[config.mk]
export PLATFORM = sky130hd
export DESIGN_NAME = id_stage_pipelined
export DESIGN_NICKNAME = d
export VERILOG_FILES = /design/src/rtl/id_stage_pipelined.sv
export SDC_FILE = /design/constraint.sdc
export NUM_CORES = 2
export LEC_CHECK = 0
export ABC_AREA = 1
export CAP_MARGIN = 10
export CORE_MARGIN = 2
export CORE_UTILIZATION = 50
export CTS_CLUSTER_SIZE = 28
export DETAILED_ROUTE_END_ITERATION = 6
export HOLD_SLACK_MARGIN = 0.06
export PLACE_DENSITY = 0.75
export SLEW_MARGIN = 20
export SYNTH_ARGS = -nofsm -noshare
export SYNTH_HDL_FRONTEND = slang
export SYNTH_SLANG_ARGS = --single-unit
[constraint.sdc]
create_clock -name clk -period 7.45 [get_ports clk]
set_input_delay 0.745 -clock clk [delete_from_list [all_inputs] [get_ports clk]]
set_output_delay 0.745 -clock clk [all_outputs]
set_load 0.05 [all_outputs]
[src/rtl/id_stage_pipelined.sv]
// Decode stage: register file, immediate/branch-target decode, operand forwarding,
// load-use bubble and registered ID/EX boundary. Optional macro: ID_WRITE_BYPASS_EN.
module id_stage_pipelined #(
   parameter int DATA_W   = 64,
   parameter int NUM_REGS = 32
) (
   input  logic              clk,
   input  logic              reset,
   input  logic [31:0]       instr_d,
   input  logic [DATA_W-1:0] pc_d,
   input  logic              valid_d,
   input  logic              reg2loc_d,
   input  logic              uncond_br_d,
   input  logic              mem_read_d,
   input  logic              reg_write_w,
   input  logic [4:0]        rd_w,
   input  logic [DATA_W-1:0] wdata_w,
   input  logic [1:0]        fwd_a,
   input  logic [1:0]        fwd_b,
   input  logic [DATA_W-1:0] alu_out_e,
   input  logic [DATA_W-1:0] mem_out_m,
   input  logic              flush,
   output logic              stall,
   output logic [4:0]        aa,
   output logic [4:0]        ab,
   output logic              valid_e,
   output logic              mem_read_e,
   output logic [4:0]        rd_e,
   output logic [DATA_W-1:0] da_e,
   output logic [DATA_W-1:0] db_e,
   output logic [5:0]        shamt_e,
   output logic [DATA_W-1:0] daddr9_e,
   output logic [DATA_W-1:0] imm12_e,
   output logic [DATA_W-1:0] br_target_e
);

   localparam logic [4:0] XZR = 5'(NUM_REGS - 1);

   // XZR has no storage: entries cover 0..NUM_REGS-2 only.
   logic [DATA_W-1:0] rf [NUM_REGS-1];

   logic [DATA_W-1:0] rf_a, rf_b;
   logic [DATA_W-1:0] rd_a, rd_b;
   logic [DATA_W-1:0] opnd_a, opnd_b;
   logic [5:0]        shamt;
   logic [DATA_W-1:0] daddr9, imm12, br_off, br_target;
   logic              hazard;
   logic              bubble;
   logic              unused_bits;

   assign unused_bits = ^instr_d[31:26];

   assign aa     = instr_d[9:5];
   assign ab     = reg2loc_d ? instr_d[20:16] : instr_d[4:0];
   assign shamt  = instr_d[15:10];
   assign daddr9 = {{(DATA_W-9){instr_d[20]}}, instr_d[20:12]};
   assign imm12  = {{(DATA_W-12){1'b0}}, instr_d[21:10]};
   assign br_off = uncond_br_d ? {{(DATA_W-26){instr_d[25]}}, instr_d[25:0]}
                               : {{(DATA_W-19){instr_d[23]}}, instr_d[23:5]};
   assign br_target = pc_d + (br_off << 2);

   always_ff @(posedge clk) begin
      for (int i = 0; i < NUM_REGS-1; i++) begin
         if (reset) begin
            rf[i] <= '0;
         end else if (reg_write_w && (rd_w == 5'(i))) begin
            rf[i] <= wdata_w;
         end
      end
   end

   // Addresses at or above XZR match no entry and read as zero.
   always_comb begin
      rf_a = '0;
      rf_b = '0;
      for (int i = 0; i < NUM_REGS-1; i++) begin
         if (aa == 5'(i)) rf_a = rf[i];
         if (ab == 5'(i)) rf_b = rf[i];
      end
   end

`ifdef ID_WRITE_BYPASS_EN
   logic wr_ok;
   assign wr_ok = reg_write_w && (rd_w != XZR) && ({1'b0, rd_w} < 6'(NUM_REGS));
   assign rd_a  = (wr_ok && (rd_w == aa)) ? wdata_w : rf_a;
   assign rd_b  = (wr_ok && (rd_w == ab)) ? wdata_w : rf_b;
`else
   assign rd_a = rf_a;
   assign rd_b = rf_b;
`endif

   always_comb begin
      case (fwd_a)
         2'b01:   opnd_a = alu_out_e;
         2'b10:   opnd_a = mem_out_m;
         default: opnd_a = rd_a;
      endcase
      case (fwd_b)
         2'b01:   opnd_b = alu_out_e;
         2'b10:   opnd_b = mem_out_m;
         default: opnd_b = rd_b;
      endcase
   end

   assign hazard = valid_e & mem_read_e & valid_d & (rd_e != XZR) &
                   ((rd_e == aa) | (rd_e == ab));
   assign stall  = hazard & ~flush & ~reset;
   assign bubble = flush | hazard;

   // Bubble only kills control; data fields hold their previous values.
   always_ff @(posedge clk) begin
      if (reset) begin
         valid_e     <= 1'b0;
         mem_read_e  <= 1'b0;
         rd_e        <= '0;
         da_e        <= '0;
         db_e        <= '0;
         shamt_e     <= '0;
         daddr9_e    <= '0;
         imm12_e     <= '0;
         br_target_e <= '0;
      end else if (bubble) begin
         valid_e    <= 1'b0;
         mem_read_e <= 1'b0;
         rd_e       <= XZR;
      end else begin
         valid_e     <= valid_d;
         mem_read_e  <= mem_read_d & valid_d;
         rd_e        <= instr_d[4:0];
         da_e        <= opnd_a;
         db_e        <= opnd_b;
         shamt_e     <= shamt;
         daddr9_e    <= daddr9;
         imm12_e     <= imm12;
         br_target_e <= br_target;
      end
   end

endmodule

Word level (Yosys, flattened, before mapping)
Memory sizes are Yosys's and may differ from the RTL's.
Cells that the tools add are included.

word-level totals
  output and inout port bits = 344
  input port bits = 305
  memories = 1
  register bits = 226
  memory bits (writable) = 1984
  word-level logic and storage cells = 378

cells by class
  bitwise operators = 42
  reduce and logical (&&, ||, !) cells = 35
  equality and inequality tests = 97
  muxes and demuxes = 193
  $add $sub $neg = 1

memory list
  memory  depth  bits a word  rd ports  clocked after memory_dff  write ports  line  text
  rf      31     64           31        0                         31           40    logic [DATA_W-1:0] rf [NUM_REGS-1];

operators with widths
  cell                count
  $mux 64             93
  $pmux 64 s2         2
  $eq 5x5->1 const B  45
  $eq 5x4->1 const B  24
  $mux 1              95
  $add 64x64->64      1
  $mux 62             1
  $eq 5x3->1 const B  12
  $or 1x1->1          33
  $logic_and 1x1->1   31
  $eq 5x2->1 const B  6
  $eq 5x1->1 const B  3
  $logic_not 5->1     3
  $eq 5x5->1          2
  $mux 5              2
  $and 1x1->1         7
  $ne 5x5->1 const B  1
  $eq 2x1->1 const B  2
  $eq 2x2->1 const B  2
  $not 1->1           2
  $reduce_or 2->1     1

Longest topological paths before layout
  depth after elaboration = 34
  mapped depth = 29
  mapped depth without buffers = 27

Worst setup path before layout
OpenSTA, ideal clock, no wires.

  path kind = input -> register
  start = input port rd_w[2]
  end = memory rf[4][0], in the netlist rf[0][256], enable pin
  stages on the path = 6
  arrival = 5.784 ns
  slack = 1.092 ns
  data required time = 6.876 ns
  setup time = 0.574 ns
  path buffers = 0
  path through = inv_1 > nor2_1 > inv_1 > nor2_1 > inv_1 > o21ai_0

RTL lines
  what                line  text
  start: declaration  16    input logic [4:0] rd_w,
  end: declaration    40

Final worst setup path
  start = input port reg2loc_d
  end = register db_e[21]

on the way
  cells in the longest elaborated chain, start to end = 34
  elaborated cells on any way between the ends = 68
  those cells by class = 31 x eq/ne; 33 x mux; 3 x bitwise; 1 x reduce/logical

RTL lines
  what                    line  text
  start: declaration      12    input logic reg2loc_d,
  $mux 5 *                54    assign ab = reg2loc_d ? instr_d[20:16] : instr_d[4:0];
  $logic_not 5->1         78    if (ab == 5'(i)) rf_b = rf[i];
  $mux 64 (31 in a row)   78
  $pmux 64 s2             98    case (fwd_b)
  end signal: assignment  131   db_e <= opnd_b;
  end: declaration        30    output logic [DATA_W-1:0] db_e,

Every way passes the cells marked *; elsewhere a longest branch is shown, timed or not.
A chain may end at the register's enable or synchronous reset.

==> impl_metrics.prom <==
# TYPE chip_impl_metric gauge
chip_impl_metric{name="wl_per_cell",unit="um"} 22.36
chip_impl_metric{name="clkSlewWorstSetupHoldPaths",unit="ns"} 0.07
chip_impl_metric{name="drt_drc_violations_left",unit=""} 3
chip_impl_metric{name="setup_viol",unit=""} 0
chip_impl_info{name="cp-end-kind",value="flop"} 1
chip_impl_metric{name="placed_cell_area",unit="um2"} 122200
chip_impl_metric{name="worstSetupPathDepth",unit=""} 21
chip_impl_metric{name="synthDominantCellAreaShare",unit="%"} 52.16
chip_impl_metric{name="ctsResizeCount",unit=""} 0
chip_impl_metric{name="vdd_drop_max",unit="mV"} 0.1937
chip_impl_info{name="tritoncts",value="done"} 1
chip_impl_info{name="critPathMostFrequentCell",value="nand4_1"} 1
chip_impl_info{name="worst_hold_startpoint",value="mem_read_d"} 1
chip_impl_info{name="failed_checks",value="DRC"} 1
chip_impl_metric{name="maxSlewHeadroom",unit="%"} 23.34
chip_impl_info{name="yosys_most_used_dff",value="edfxtp_1"} 1
chip_impl_metric{name="powerDensity",unit="nW/um2"} 230.2
chip_impl_info{name="critPathSlowestCell",value="clkdlybuf4s50_1"} 1
chip_impl_metric{name="routabilityCongestion",unit=""} 0.9490
chip_impl_metric{name="drt_first_pass_iters",unit=""} 7
chip_impl_metric{name="number_of_inserted_filler_cells_in_the_final_layout",unit=""} 19435
chip_impl_metric{name="register_area",unit="um2"} 63800
chip_impl_metric{name="critical_path.n_buffers_inverters",unit=""} 2
chip_impl_metric{name="cts_made_buffers",unit=""} 224
chip_impl_metric{name="layout.cell_area.non_filler",unit="um2"} 129500
chip_impl_metric{name="setup-tns-final",unit="ns"} 0
chip_impl_metric{name="worst_clock_skew",unit="ns"} 0.04411
chip_impl_metric{name="ctsHtreeMaxLevel",unit=""} 4
chip_impl_metric{name="dieHeight",unit="um"} 481.9
chip_impl_metric{name="via_per_inst",unit=""} 5.854
chip_impl_info{name="rr_endpoint",value="db_e[39]$_SDFFE_PP0N_"} 1
chip_impl_metric{name="floorplan.core_area",unit="um2"} 227300
chip_impl_info{name="timing.setup.critical_path_class",value="in -> reg"} 1
chip_impl_metric{name="critical_path_required",unit="ns"} 8.21
chip_impl_info{name="crit-reg2reg-launch",value="rd_e[3]$_SDFF_PP0_"} 1
chip_impl_metric{name="fin_crit_sh",unit="%"} 72.53
chip_impl_metric{name="timing.critical_path.slowest_cell_delay",unit="ns"} 0.62
chip_impl_metric{name="globalRouteTotalUtil",unit="%"} 32.09
chip_impl_info{name="timing.critical_path.from_type",value="primary input"} 1
chip_impl_metric{name="synth_edf_count",unit=""} 1984
chip_impl_metric{name="boundaryPins",unit=""} 649
chip_impl_metric{name="drive_gt1_share",unit="%"} 5.905
chip_impl_metric{name="seq_area_frac_synth",unit="%"} 55.86
chip_impl_metric{name="grt.overflow.total",unit=""} 0
chip_impl_info{name="clock-root-buffer",value="clkbuf_16"} 1
chip_impl_metric{name="first_pass_grt_wire_length",unit="um"} 567600
chip_impl_metric{name="antenna_left",unit=""} 0
chip_impl_info{name="synth_area_leaders",value="edfxtp_1 (52%), nor2_1 (11%), nand2_1 (10%)"} 1
chip_impl_metric{name="routed-via-count",unit=""} 100562
chip_impl_metric{name="place_hpwl",unit="um"} 251100
chip_impl_metric{name="avgSynthCellArea",unit="um2"} 8.217
chip_impl_metric{name="crit_path_max_fanout",unit=""} 62
chip_impl_metric{name="final_number_of_max_transition_violations",unit=""} 0
chip_impl_metric{name="largest_net_degree_at_the_start_of_global_routing",unit=""} 181
chip_impl_metric{name="maxCapViolations",unit=""} 0
chip_impl_metric{name="fmax",unit="GHz"} 0.1851
chip_impl_metric{name="hold_path_depth",unit=""} 2
chip_impl_info{name="rsz_0062_raised_after_global_routing",value="no"} 1
chip_impl_metric{name="worst_pin_slew",unit="ns"} 1.143
chip_impl_metric{name="cts_num_sinks",unit=""} 2195
chip_impl_metric{name="design.final.nets",unit=""} 14326
chip_impl_metric{name="yosysWarnings",unit=""} 0
chip_impl_metric{name="grt_antenna_before_repair",unit=""} 16
chip_impl_metric{name="synthToLayoutAreaGrowth",unit="%"} 13.36
chip_impl_info{name="worst_hold_path_type",value="in -> reg"} 1
chip_impl_metric{name="hold_buffers_post_cts",unit=""} 0
chip_impl_metric{name="gate_count_post_synth",unit=""} 13899
chip_impl_metric{name="postCtsSetupRepairBufs",unit=""} 0
chip_impl_metric{name="die_width",unit="um"} 481.9
chip_impl_metric{name="port_buffers",unit=""} 590
chip_impl_metric{name="drt-total-wl",unit="um"} 384100
chip_impl_info{name="status",value="complete, but fails checks"} 1
chip_impl_metric{name="post_synth_instance_area",unit="um2"} 114200
chip_impl_info{name="yosys.area.top_type",value="edfxtp_1"} 1
chip_impl_metric{name="area_of_combinational_cells_with_multiple_inputs",unit="um2"} 41690
chip_impl_metric{name="final_period_minus_worst_setup_slack",unit="ns"} 5.403
chip_impl_info{name="crit_family",value="simple AND/OR/NAND/NOR gates"} 1
chip_impl_metric{name="ys_async_sr_fraction",unit="%"} 0
chip_impl_metric{name="critPathArrivalTime",unit="ns"} 6.16
chip_impl_metric{name="ff2ff_path_depth",unit=""} 11
chip_impl_info{name="crit_path_cell_trace",value="clkdlybuf4s50_1 -> o21ai_1 -> nand2_1 -> nor2_2 -> nand2_4 -> buf_4 -> or2_2 -> nand2_1 -> nand4_1 -> nor2_1 -> nand4_1 -> nor2_1 -> nand4_1 -> nor2_1 -> nand4_1 -> nor2_1 -> nand4_1 -> nor2_1 -> nand4_1 -> nand2_1 -> a21oi_1"} 1
chip_impl_metric{name="worstSkewPairLatency",unit="ns"} 0.89
chip_impl_metric{name="largest_buffer_count_on_any_clock_path",unit=""} 3
chip_impl_metric{name="grt_pass1_vias",unit=""} 94195
chip_impl_metric{name="ffs_latches_synth",unit=""} 2195
chip_impl_metric{name="hold_violation_count_in_the_final_report",unit=""} 0
chip_impl_metric{name="power.static_leakage",unit="uW"} 0.05138
chip_impl_metric{name="ys_types",unit=""} 61
chip_impl_metric{name="ff2ff_setup_slack",unit="ns"} 3.67
chip_impl_metric{name="floorplan.die_area",unit="um2"} 232300
chip_impl_metric{name="placement_row_count",unit=""} 175
chip_impl_metric{name="drt_iter0_drc",unit=""} 13525
chip_impl_metric{name="initial_utilization",unit="%"} 50.25
chip_impl_info{name="whs_endpoint",value="mem_read_e$_SDFF_PP0_"} 1
## cells by family (layout without fill, tap and decap cells)
family | after synthesis | after routing | synth area share [%]
adder cells (fa/ha/maj) | 66 | 66 | 0.7296
other | 1 | 64 | 0.003283
multiplexers | 1 | 1 | 0.008764
buffers and inverters | 2400 | 2607 | 8.424
flip-flops | 2195 | 2195 | 55.86
AO/OA/AOI/OAI | 1313 | 1313 | 6.262
XOR/XNOR | 50 | 50 | 0.3834
AND/OR/NAND/NOR | 7873 | 7873 | 28.33
## cell usage in the layout, fill, tap and decap left out, types with 28 or more instances in the layout
cell / netlist / routed
inv_1: 1318 / 1302
edfxtp_1: 1984 / 1984
nand2_1: 3190 / 3172
clkinv_2: 0 / 46
clkbuf_16: 0 / 227
dfxtp_1: 211 / 210
nor2_1: 3457 / 3429
clkinv_1: 13 / 76
o22ai_1: 147 / 147
o21ai_0: 528 / 508
nand3_2: 2 / 33
ha_1: 65 / 63
or2_2: 106 / 106
buf_4: 130 / 233
clkdlybuf4s50_1: 0 / 587
a221oi_1: 28 / 28
clkbuf_1: 842 / 49
nand3_1: 214 / 183
nand4_1: 832 / 832
xor2_1: 31 / 31
a21oi_1: 514 / 514
nor2_4: 0 / 31
conb_1: 1 / 52
## worst register-to-register path: stages (launching register included)
cell and delay, ns:
dfxtp_1 0.47, xor2_1 0.10, a221oi_1 0.22, o221ai_1 0.16, o41ai_1 0.29, buf_4 0.25, nand4_1 0.37, o21bai_1 0.53
nand2_8 0.19, buf_12 0.51, a21oi_1 0.42, a21oi_1 0.20
## Yosys cell counts, drive strengths merged (2+ instances only)
library cell	n
a211oi	2
a21boi	8
a21o	2
a21oi	517
a221oi	28
a22o	17
a31oi	8
buf	211
clkbuf	843
clkinv	13
dfxtp	211
edfxtp	1984
ha	65
inv	1333
nand2	3199
nand3	216
nand3b	2
nand4	832
nor2	3469
nor3	20
nor3b	6
nor4	4
o2111ai	4
o211ai	14
o21a	3
o21ai	540
o21bai	4
o221ai	15
o22ai	147
or2	122
xnor2	19
xor2	31
## routing by layer
metal | wire length, um | global-route usage, % | up-vias
li1 | - | - | 45369
met1 | 134000 | 40.09 | 47117
met2 | 183700 | 53.07 | 6705
met3 | 41040 | 4.599 | 1371
met4 | 25420 | 19.09 | 0
met5 | 0 | 0 | -
## state kept, by name, summed over array words and instances, names as in the netlist
name,count
shamt_e,5
mem_read_e,1
daddr9_e,5
valid_e,1
rd_e,5
rf,1984
imm12_e,2
da_e,64
db_e,64
br_target_e,64
## per-stage QoR
stage | cells | total power [uW] | utilization [%] | setup WS, ns | hold WS (ns)
after floorplan | 13950 | 17140 | - | 1.092 | 0.6017
after global placement | 16737 | 18660 | 53.75 | 1.606 | 0.4530
after detailed placement | 16737 | 18720 | 53.75 | 1.583 | 0.4560
after CTS | 17165 | 29720 | 56.94 | 2.293 | 0.3772
after global routing | 17176 | 30600 | 56.96 | 2.087 | 0.4030
final | 17178 | 29800 | 56.96 | 2.047 | 0.4196
## report_power, final
group	switching, uW	total [uW]	internal [uW]
Sequential	357	14500	14100
Combinational	2960	4050	1100
Clock	4960	11200	6280
Total	8270	29800	21500
## how the worst max path moves through the flow
stage	startpoint	end	slack (ns)
after floorplan	rd_w[2]	rf[0][256]$_SDFFCE_PN0P_	1.09
after global placement	reg2loc_d	db_e[31]$_SDFFE_PP0N_	1.61
after detailed placement	reg2loc_d	db_e[11]$_SDFFE_PP0N_	1.58
after CTS	reg2loc_d	stall	2.29
after global routing	reg2loc_d	db_e[44]$_SDFFE_PP0N_	2.09
final	reg2loc_d	db_e[21]$_SDFFE_PP0N_	2.05
## cell type report
cell class	count	share of cell area (%)
Antenna cell	12	0.02319
Clock buffer	286	4.602
Clock inverter	142	1.004
Inverter	1346	3.916
Multi-Input combinational cell	9355	32.20
Sequential cell	2195	49.28
Tap cell	3009	2.908
Timing Repair Buffer	833	6.067
Note: power is estimated with default switching activity, not from simulation.
